==> src/rtl/fft_load_if.sv <==
// fft_load_if: bundles the row-load, FFT-completion and result handshakes
// between fft_load_ctrl and its environment.
//
// Handshake rules (both channels): a transfer happens on a rising clk edge
// where valid && ready are both high. s_valid/s_ready carry 4-sample row
// beats. res_valid/res_ready carry the latched 16-bin result. A valid side
// never withdraws a pending transfer. res_valid holds until the handshake.
interface fft_load_if #(
  parameter int FRAME_W = 8
);
  logic               s_valid;
  logic               s_ready;
  logic               data_valid;
  logic               enable_block1;
  logic               enable_block2;
  logic               enable_block3;
  logic               enable_block4;
  logic               fft_done;
  logic               res_valid;
  logic               res_ready;
  logic [1:0]         row_idx;
  logic [FRAME_W-1:0] frame_cnt;
  logic               busy;
  logic               err;
  logic [1:0]         fsm_state;  // debug view: 0 LOAD, 1 WAIT_DONE, 2 RESULT, 3 ERROR

  // Controller side.
  modport master (
    input  s_valid, fft_done, res_ready,
    output s_ready, data_valid, enable_block1, enable_block2, enable_block3,
           enable_block4, res_valid, row_idx, frame_cnt, busy, err, fsm_state
  );

  // Upstream source / FFT data unit / result consumer side.
  modport slave (
    output s_valid, fft_done, res_ready,
    input  s_ready, data_valid, enable_block1, enable_block2, enable_block3,
           enable_block4, res_valid, row_idx, frame_cnt, busy, err, fsm_state
  );
endinterface

==> src/rtl/fft_load_ctrl.sv <==
// fft_load_ctrl: sequences four row beats into the FFT data unit, waits for
// fft_done with a timeout, then presents the result until it is consumed.
// Optional macro FFT_LOAD_CTRL_OVERLAP_EN: while the result is held, row 0
// of the next frame may already be accepted.
module fft_load_ctrl #(
  parameter int TIMEOUT = 15,
  parameter int FRAME_W = 8
) (
  input logic        clk,
  input logic        reset,
  fft_load_if.master bus
);

  localparam int CNT_W = (TIMEOUT > 2) ? $clog2(TIMEOUT) : 1;
  localparam logic [CNT_W-1:0] CNT_LAST = CNT_W'(TIMEOUT - 1);

  typedef enum logic [1:0] {
    LOAD      = 2'd0,
    WAIT_DONE = 2'd1,
    RESULT    = 2'd2,
    ERROR     = 2'd3
  } state_t;

  state_t             state;
  state_t             next_state;
  logic [1:0]         row_idx;
  logic [FRAME_W-1:0] frame_cnt;
  logic [CNT_W-1:0]   wait_cnt;
  logic               s_ready;
  logic               data_valid;
  logic               res_hs;

  // Next-state and handshake decode; reset forces the load path quiet.
  always_comb begin
    next_state = state;
    s_ready    = 1'b0;
    case (state)
      LOAD:    s_ready = 1'b1;
      RESULT: begin
`ifdef FFT_LOAD_CTRL_OVERLAP_EN
        // Only the first row of the next frame may overlap the result.
        s_ready = (row_idx == 2'd0);
`endif
      end
      default: s_ready = 1'b0;
    endcase
    if (reset) s_ready = 1'b0;

    data_valid = bus.s_valid && s_ready;
    res_hs     = (state == RESULT) && bus.res_ready;

    case (state)
      LOAD: begin
        if (data_valid && (row_idx == 2'd3)) next_state = WAIT_DONE;
      end
      WAIT_DONE: begin
        // fft_done wins over a timeout reached in the same cycle.
        if (bus.fft_done)              next_state = RESULT;
        else if (wait_cnt == CNT_LAST) next_state = ERROR;
      end
      RESULT: begin
        if (res_hs) next_state = LOAD;
      end
      default: next_state = state;  // ERROR is left only by reset
    endcase
  end

  // State, row pointer, frame counter and timeout counter registers.
  always_ff @(posedge clk) begin
    if (reset) begin
      state     <= LOAD;
      row_idx   <= 2'd0;
      frame_cnt <= '0;
      wait_cnt  <= '0;
    end else begin
      state <= next_state;
      // Row 3 wraps naturally to 0 in the 2-bit pointer.
      if (data_valid) row_idx <= row_idx + 2'd1;
      if (res_hs) frame_cnt <= frame_cnt + FRAME_W'(1);
      // Counter restarts at 0 on every entry into WAIT_DONE.
      if ((state == WAIT_DONE) && (next_state == WAIT_DONE)) wait_cnt <= wait_cnt + CNT_W'(1);
      else wait_cnt <= '0;
    end
  end

  assign bus.s_ready       = s_ready;
  assign bus.data_valid    = data_valid;
  assign bus.enable_block1 = data_valid && (row_idx == 2'd0);
  assign bus.enable_block2 = data_valid && (row_idx == 2'd1);
  assign bus.enable_block3 = data_valid && (row_idx == 2'd2);
  assign bus.enable_block4 = data_valid && (row_idx == 2'd3);
  assign bus.res_valid     = (state == RESULT);
  assign bus.row_idx       = row_idx;
  assign bus.frame_cnt     = frame_cnt;
  assign bus.busy          = !((state == LOAD) && (row_idx == 2'd0));
  assign bus.err           = (state == ERROR);
  assign bus.fsm_state     = state;

endmodule

==> src/flat_wrapper.sv <==
// flat-port wrapper written by rule: the top's interface ports become plain ports
module fft_load_ctrl_flat 
#(
  parameter int TIMEOUT = 15,
  parameter int FRAME_W = 8
)
  (clk, reset, bus_s_valid, bus_fft_done, bus_res_ready, bus_s_ready, bus_data_valid, bus_enable_block1, bus_enable_block2, bus_enable_block3, bus_enable_block4, bus_res_valid, bus_row_idx, bus_frame_cnt, bus_busy, bus_err, bus_fsm_state);
  fft_load_if #(.FRAME_W(FRAME_W)) bus_i ();
  input logic clk;
  input logic reset;
  input wire logic [$bits(bus_i.s_valid)-1:0] bus_s_valid;
  input wire logic [$bits(bus_i.fft_done)-1:0] bus_fft_done;
  input wire logic [$bits(bus_i.res_ready)-1:0] bus_res_ready;
  output wire logic [$bits(bus_i.s_ready)-1:0] bus_s_ready;
  output wire logic [$bits(bus_i.data_valid)-1:0] bus_data_valid;
  output wire logic [$bits(bus_i.enable_block1)-1:0] bus_enable_block1;
  output wire logic [$bits(bus_i.enable_block2)-1:0] bus_enable_block2;
  output wire logic [$bits(bus_i.enable_block3)-1:0] bus_enable_block3;
  output wire logic [$bits(bus_i.enable_block4)-1:0] bus_enable_block4;
  output wire logic [$bits(bus_i.res_valid)-1:0] bus_res_valid;
  output wire logic [$bits(bus_i.row_idx)-1:0] bus_row_idx;
  output wire logic [$bits(bus_i.frame_cnt)-1:0] bus_frame_cnt;
  output wire logic [$bits(bus_i.busy)-1:0] bus_busy;
  output wire logic [$bits(bus_i.err)-1:0] bus_err;
  output wire logic [$bits(bus_i.fsm_state)-1:0] bus_fsm_state;
  assign bus_i.s_valid = bus_s_valid;
  assign bus_i.fft_done = bus_fft_done;
  assign bus_i.res_ready = bus_res_ready;
  assign bus_s_ready = bus_i.s_ready;
  assign bus_data_valid = bus_i.data_valid;
  assign bus_enable_block1 = bus_i.enable_block1;
  assign bus_enable_block2 = bus_i.enable_block2;
  assign bus_enable_block3 = bus_i.enable_block3;
  assign bus_enable_block4 = bus_i.enable_block4;
  assign bus_res_valid = bus_i.res_valid;
  assign bus_row_idx = bus_i.row_idx;
  assign bus_frame_cnt = bus_i.frame_cnt;
  assign bus_busy = bus_i.busy;
  assign bus_err = bus_i.err;
  assign bus_fsm_state = bus_i.fsm_state;
  fft_load_ctrl #(.TIMEOUT(TIMEOUT), .FRAME_W(FRAME_W)) u_core (.clk(clk), .reset(reset), .bus(bus_i));
endmodule
==> config.mk <==
export PLATFORM = sky130hd
export DESIGN_NAME = fft_load_ctrl_flat
export DESIGN_NICKNAME = d
export VERILOG_FILES = /design/src/rtl/fft_load_if.sv /design/src/rtl/fft_load_ctrl.sv /design/src/flat_wrapper.sv
export SDC_FILE = /design/constraint.sdc
export NUM_CORES = 1
export LEC_CHECK = 0
export CORE_UTILIZATION = 35
export DETAILED_ROUTE_END_ITERATION = 16
export HOLD_SLACK_MARGIN = 0.1
export MAX_ROUTING_LAYER = met4
export REMOVE_ABC_BUFFERS = 1
export SYNTH_ARGS = -nofsm -noshare
export SYNTH_HDL_FRONTEND = slang
export SYNTH_SLANG_ARGS = --single-unit
export TNS_END_PERCENT = 1
==> constraint.sdc <==
create_clock -name clk -period 4.7 [get_ports clk]
set_clock_uncertainty 0.2 [all_clocks]
set_input_delay 0.94 -clock clk [delete_from_list [all_inputs] [get_ports clk]]
set_output_delay 0.94 -clock clk [all_outputs]
set_load 0.03 [all_outputs]
# Yosys cells after proc, flatten, opt, wreduce, memory -nomap -nowiden
# Index checks and enable logic that the tools add are counted.
# op_classes
reduce_logical	12
bitwise_logic	1
n_addsub	3
n_eq_ne	8
mux	7
# op_table
op	count
adder 8 x 1 -> 8 bit, second input constant	1
equality test 2 bit, second input constant	4
logical AND 1 bit	8
2-to-1 mux 2 bit	4
equality test 2 x 1 -> 1 bit, second input constant	3
one-hot mux 2 bit (3 select lines)	1
adder 4 x 1 -> 4 bit, second input constant	1
equality test 4 bit, second input constant	1
logical NOT 2 bit	2
adder 2 x 1 -> 2 bit, second input constant	1
2-to-1 mux 1 bit	2
OR reduction 2 bit	1
logical NOT 1 bit	1
NOT 1 bit	1
# word_totals
out_inout_bits	21
word_cells	35
in_bits	5
reg_bits	16

# Logic depth before layout (Yosys ltp)
# Gate-level depths: netlist of run 1.
# logic_depth
word_depth	11
mapped_depth	5
depth_no_buf	5

# Worst setup path before layout of run 1
# OpenSTA, ideal clock, no wires.
# synth_path
path_kind	input-to-output
from	in reset
to	out bus_enable_block1
arrival_ps	2088
stages	3
path_buffers	1
slack_ps	1472
required_ps	3560
cell_sequence	clkbuf_1 nor4b_4 and2_1
# synth_between
elab_chain_len	3
# synth_lines
element	line_no	rtl
start, declared	flat_wrapper.sv:10	input logic reset;
2-to-1 mux 1 bit	fft_load_ctrl.sv:47	if (reset) s_ready = 1'b0;
logical AND 1 bit	fft_load_ctrl.sv:49	data_valid = bus.s_valid && s_ready;
named net bus_data_valid	flat_wrapper.sv:15	output wire logic [$bits(bus_i.data_valid)-1:0] bus_data_valid;
logical AND 1 bit	fft_load_ctrl.sv:88	assign bus.enable_block1 = data_valid && (row_idx == 2'd0);
end, declared	flat_wrapper.sv:16	output wire logic [$bits(bus_i.enable_block1)-1:0] bus_enable_block1;
# The timed path passes the listed nets, and every way through them passes these cells.

# Worst setup path in the final report of run 1
# layout_path
from	in reset
to	out bus_enable_block4
# layout_between
elab_chain_len	3
# layout_lines
element	line_no	rtl
2-to-1 mux 1 bit	fft_load_ctrl.sv:47	
logical AND 1 bit	fft_load_ctrl.sv:49	
logical AND 1 bit	fft_load_ctrl.sv:91	assign bus.enable_block4 = data_valid && (row_idx == 2'd3);
end, declared	flat_wrapper.sv:19	output wire logic [$bits(bus_i.enable_block4)-1:0] bus_enable_block4;
# Every way passes these cells.

==> impl_metrics.toml, run 1 <==
[timing]
worst_pin_slew_ns = 0.426
finalHoldViolations = 0
setup_slack_ns = 0.856
maxSlewViolCount = 0
clock.fmax_mhz = 260
slew_headroom = 0.715
finalCritPeriodShare = 0.818
grt_setup_unrepaired = "no"
fin_setup_tns_ns = 0
min_period_ns = 3.84
setup_viol = 0
hold_slack_ns = 0.269

[grt]
use_met3 = 0.0446
busiest_layer = "met2"
use_met1 = 0.150
grt_max_degree = 16
grt.overflow.total = 0
antenna_found_initial = 0
grtUsageTotal = 0.140
grt_pass1_vias = 581
grt_pass1_wl_um = 2540
met2_usage = 0.226

[synth]
synth-adder-area-share = 0.104
yosys_warnings = 0
syn_inst = 92
synth_compound_area_frac = 0.0970
ys_ff_latch = 16
seq_area_frac_synth = 0.382
yosys.area_share.simple = 0.275
synth_top_family_by_area = "simple AND/OR/NAND/NOR gates"
synth_cell_type_count = 27
synth-main-ff-cell = "dfxtp_1"
synth_edf_count = 0
synth_xor_xnor_area_share = 0.0522
netlist_area_sq_um = 838
postSynth.asyncResetShare = 0
synth.area.mux_share = 0.0254
avgSynthCellArea_sq_um = 9.11

[die]
die_h_um = 50.9
io_pins = 26
rows = 17
fp.dieW_um = 50.9
initial_core_util = 0.375
dieArea_sq_mm = 0.00259
core_area_sq_mm = 0.00223

[pwr]
leakage_nw = 0.433
vdd_drop_max_uv = 139
p_per_area_mw_per_mm2 = 225

[clock_tree]
clk_path_buf_depth = 2
cts_tree = "yes"
clock-root-buffer = "clkbuf_4"
path_clk_slew_ns = 0.08
cts.hold.buffers_added = 0
post_cts_buffers = 0
numCtsBuffers = 3
cts_resized = 0
clock_latency_ns = 0.29
cts.sink_count = 16
cts_max_level = 1

[placement]
finalWeightedCongestion = 0.752
hpwlAfterDp_um = 1210
portBuffers = 25
pre_cts_ws_ns = 0.837
dp.cells = 141

[final_layout]
nNetsFinal = 130
fillers = 208
drive_above_1_share = 0.0690
utilization = 0.501
fin_cells = 144
syn_to_final_growth_pct = 33.4
diodes = 0

[setup_path]
worstSetupPathType = "input port to primary output"
worstSetupEndpointType = "primary output"
max_stage_delay_ns = 0.66
critical_path.most_common_cell = "clkdlybuf4s50_1"
cp_top_family = "buffers and inverters"
cp.required_ns = 3.56
crit_chain = "clkdlybuf4s50_1 -> nor4b_4 -> and2_1 -> clkdlybuf4s50_1"
worst-path-buf-inv = 2
cp.arrival_ns = 2.70
crit_slowest_cell = "clkdlybuf4s50_1"
worst_setup_path_start_kind = "input port"
critPathMaxFanout = 8

[detailed_routing]
first_iter_violations = 5
routed_wl_um = 1610
wl_per_cell_um = 11.2
firstDrtPassIters = 3
vias = 690
drc = 0
ant_nets = 0
viasPerCell = 4.79

[worst_hold_path]
hp-class = "flip-flop to flip-flop"

[run_status]
outcome = "finished, final reports clean"

[job]
cap_violations = 0
-- layer usage --
layer | share of wire | wire length (um)
met5 | 0 | 0
met4 | 0.024 | 38
met3 | 0.035 | 57
met2 | 0.48 | 777
met1 | 0.46 | 736
-- sequential cells by signal, summed over array words and instances (netlist names) --
signal                cells
u_core.bus.frame_cnt      8
u_core.wait_cnt           4
u_core.bus.fsm_state      2
u_core.bus.row_idx        2
-- final timing paths --
path                                                    start                            end  slack [ns]  cells after the start
worst min register to register  u_core.wait_cnt[0]$_SDFF_PP0_  u_core.wait_cnt[0]$_SDFF_PP0_        0.27                      1
worst max-delay path                                    reset              bus_enable_block4        0.86                      4
worst max register to register  u_core.wait_cnt[0]$_SDFF_PP0_  u_core.wait_cnt[2]$_SDFF_PP0_        2.88                      5
worst min-delay path            u_core.wait_cnt[0]$_SDFF_PP0_  u_core.wait_cnt[0]$_SDFF_PP0_        0.27                      1
-- layout by cell type, fill, tap and decap left out --
cell and instances:
nand4b_1 1, inv_1 5, clkbuf_4 3, mux2_2 1
nand2_1 6, nand3_1 5, ha_1 7, a31o_2 1
dfxtp_1 16, o31ai_1 3, a21oi_1 6, or3_1 2
mux2i_1 1, clkdlybuf4s50_1 25, buf_4 1, xor2_1 3
nor4_1 1, nand3b_4 1, nor3_1 1, nor2_1 10
xnor2_1 2, o21ai_0 4, or4_1 2, and2_1 5
nor2b_1 2, or4b_1 1, nor4b_4 1
-- cell usage after synthesis, types with 2 or more instances --
cell type	n	area, sq um
inv_1	5	18.8
o21ai_0	4	20.0
and2_1	5	31.3
nand2_1	6	22.5
nand3_1	5	25.0
ha_1	7	87.6
nor2_1	10	37.5
nor2b_1	2	12.5
buf_6	2	22.5
xor2_1	3	26.3
or4_1	2	15.0
o31ai_1	3	22.5
clkbuf_1	2	7.51
a21oi_1	6	30.0
xnor2_1	2	17.5
dfxtp_1	16	320
or3_1	2	12.5
-- cells by family after synthesis --
logic type,count (synthesis)
AO/OA/AOI/OAI,14
XOR/XNOR,5
adder cells (fa/ha/maj),7
buffers and inverters,10
flip-flops,16
multiplexers,2
AND/OR/NAND/NOR,38
-- final cells by class --
cell class	instances	area [sq um]	area share
multi-input combinational	66	464	0.415
sequential	16	320	0.286
timing repair buffer	26	258	0.230
tap	28	35.0	0.0313
clock buffer	3	22.5	0.0201
inverter	5	18.8	0.0168
-- through the flow --
step | power, mW | instance area, sq um
3_3_place_gp | 0.183 | 1100
3_5_place_dp | 0.183 | 1100
4_1_cts | 0.255 | 1120
5_1_grt | 0.262 | 1120
6_report | 0.252 | 1120
2_1_floorplan | 0.163 | 803
-- power by group --
| part | switching, mW | total [mW] | internal, mW | leakage [nW] |
|---|---|---|---|---|
| Combinational | 0.0219 | 0.0397 | 0.0178 | 0.290 |
| Clock | 0.0424 | 0.0723 | 0.0299 | 0.0138 |
| Sequential | 0.00238 | 0.140 | 0.137 | 0.129 |
| Total | 0.0667 | 0.252 | 0.185 | 0.433 |
Note: power is estimated with default switching activity, not from simulation.
==> run 2: changes to the inputs <==
==> constraint.sdc (replaced) <==
create_clock -name clk -period 3.9 [get_ports clk]
set_clock_uncertainty 0.2 [all_clocks]
set_input_delay 0.78 -clock clk [delete_from_list [all_inputs] [get_ports clk]]
set_output_delay 0.78 -clock clk [all_outputs]
set_load 0.03 [all_outputs]
==> results of run 2 <==
The final DEF is identical to that of run 1. Status: finished, final reports clean.
Main changes from that run: setup slack after placement 0.837 ns -> 0.357 ns; setup slack after layout 0.856 ns -> 0.376 ns; register-to-register setup slack 2.88 ns -> 2.08 ns; total power 0.252 mW -> 0.303 mW; worst IR drop on VDD 139 uV -> 168 uV
==> run 3: changes to the inputs <==
--- a/config.mk
+++ b/config.mk
@@ -5,7 +5,9 @@
 export SDC_FILE = /design/constraint.sdc
 export NUM_CORES = 1
 export LEC_CHECK = 0
+export CAP_MARGIN = 20
 export CORE_UTILIZATION = 35
+export CTS_BUF_LIST = sky130_fd_sc_hd__clkbuf_4 sky130_fd_sc_hd__clkbuf_8 sky130_fd_sc_hd__clkbuf_16
 export DETAILED_ROUTE_END_ITERATION = 16
 export HOLD_SLACK_MARGIN = 0.1
 export MAX_ROUTING_LAYER = met4
==> results of run 3 <==
The final DEF is identical to that of run 1. Status: finished, final reports clean.
Main changes from that run: setup slack after placement 0.837 ns -> 0.357 ns; setup slack after layout 0.856 ns -> 0.376 ns; register-to-register setup slack 2.88 ns -> 2.08 ns; total power 0.252 mW -> 0.303 mW; worst IR drop on VDD 139 uV -> 168 uV
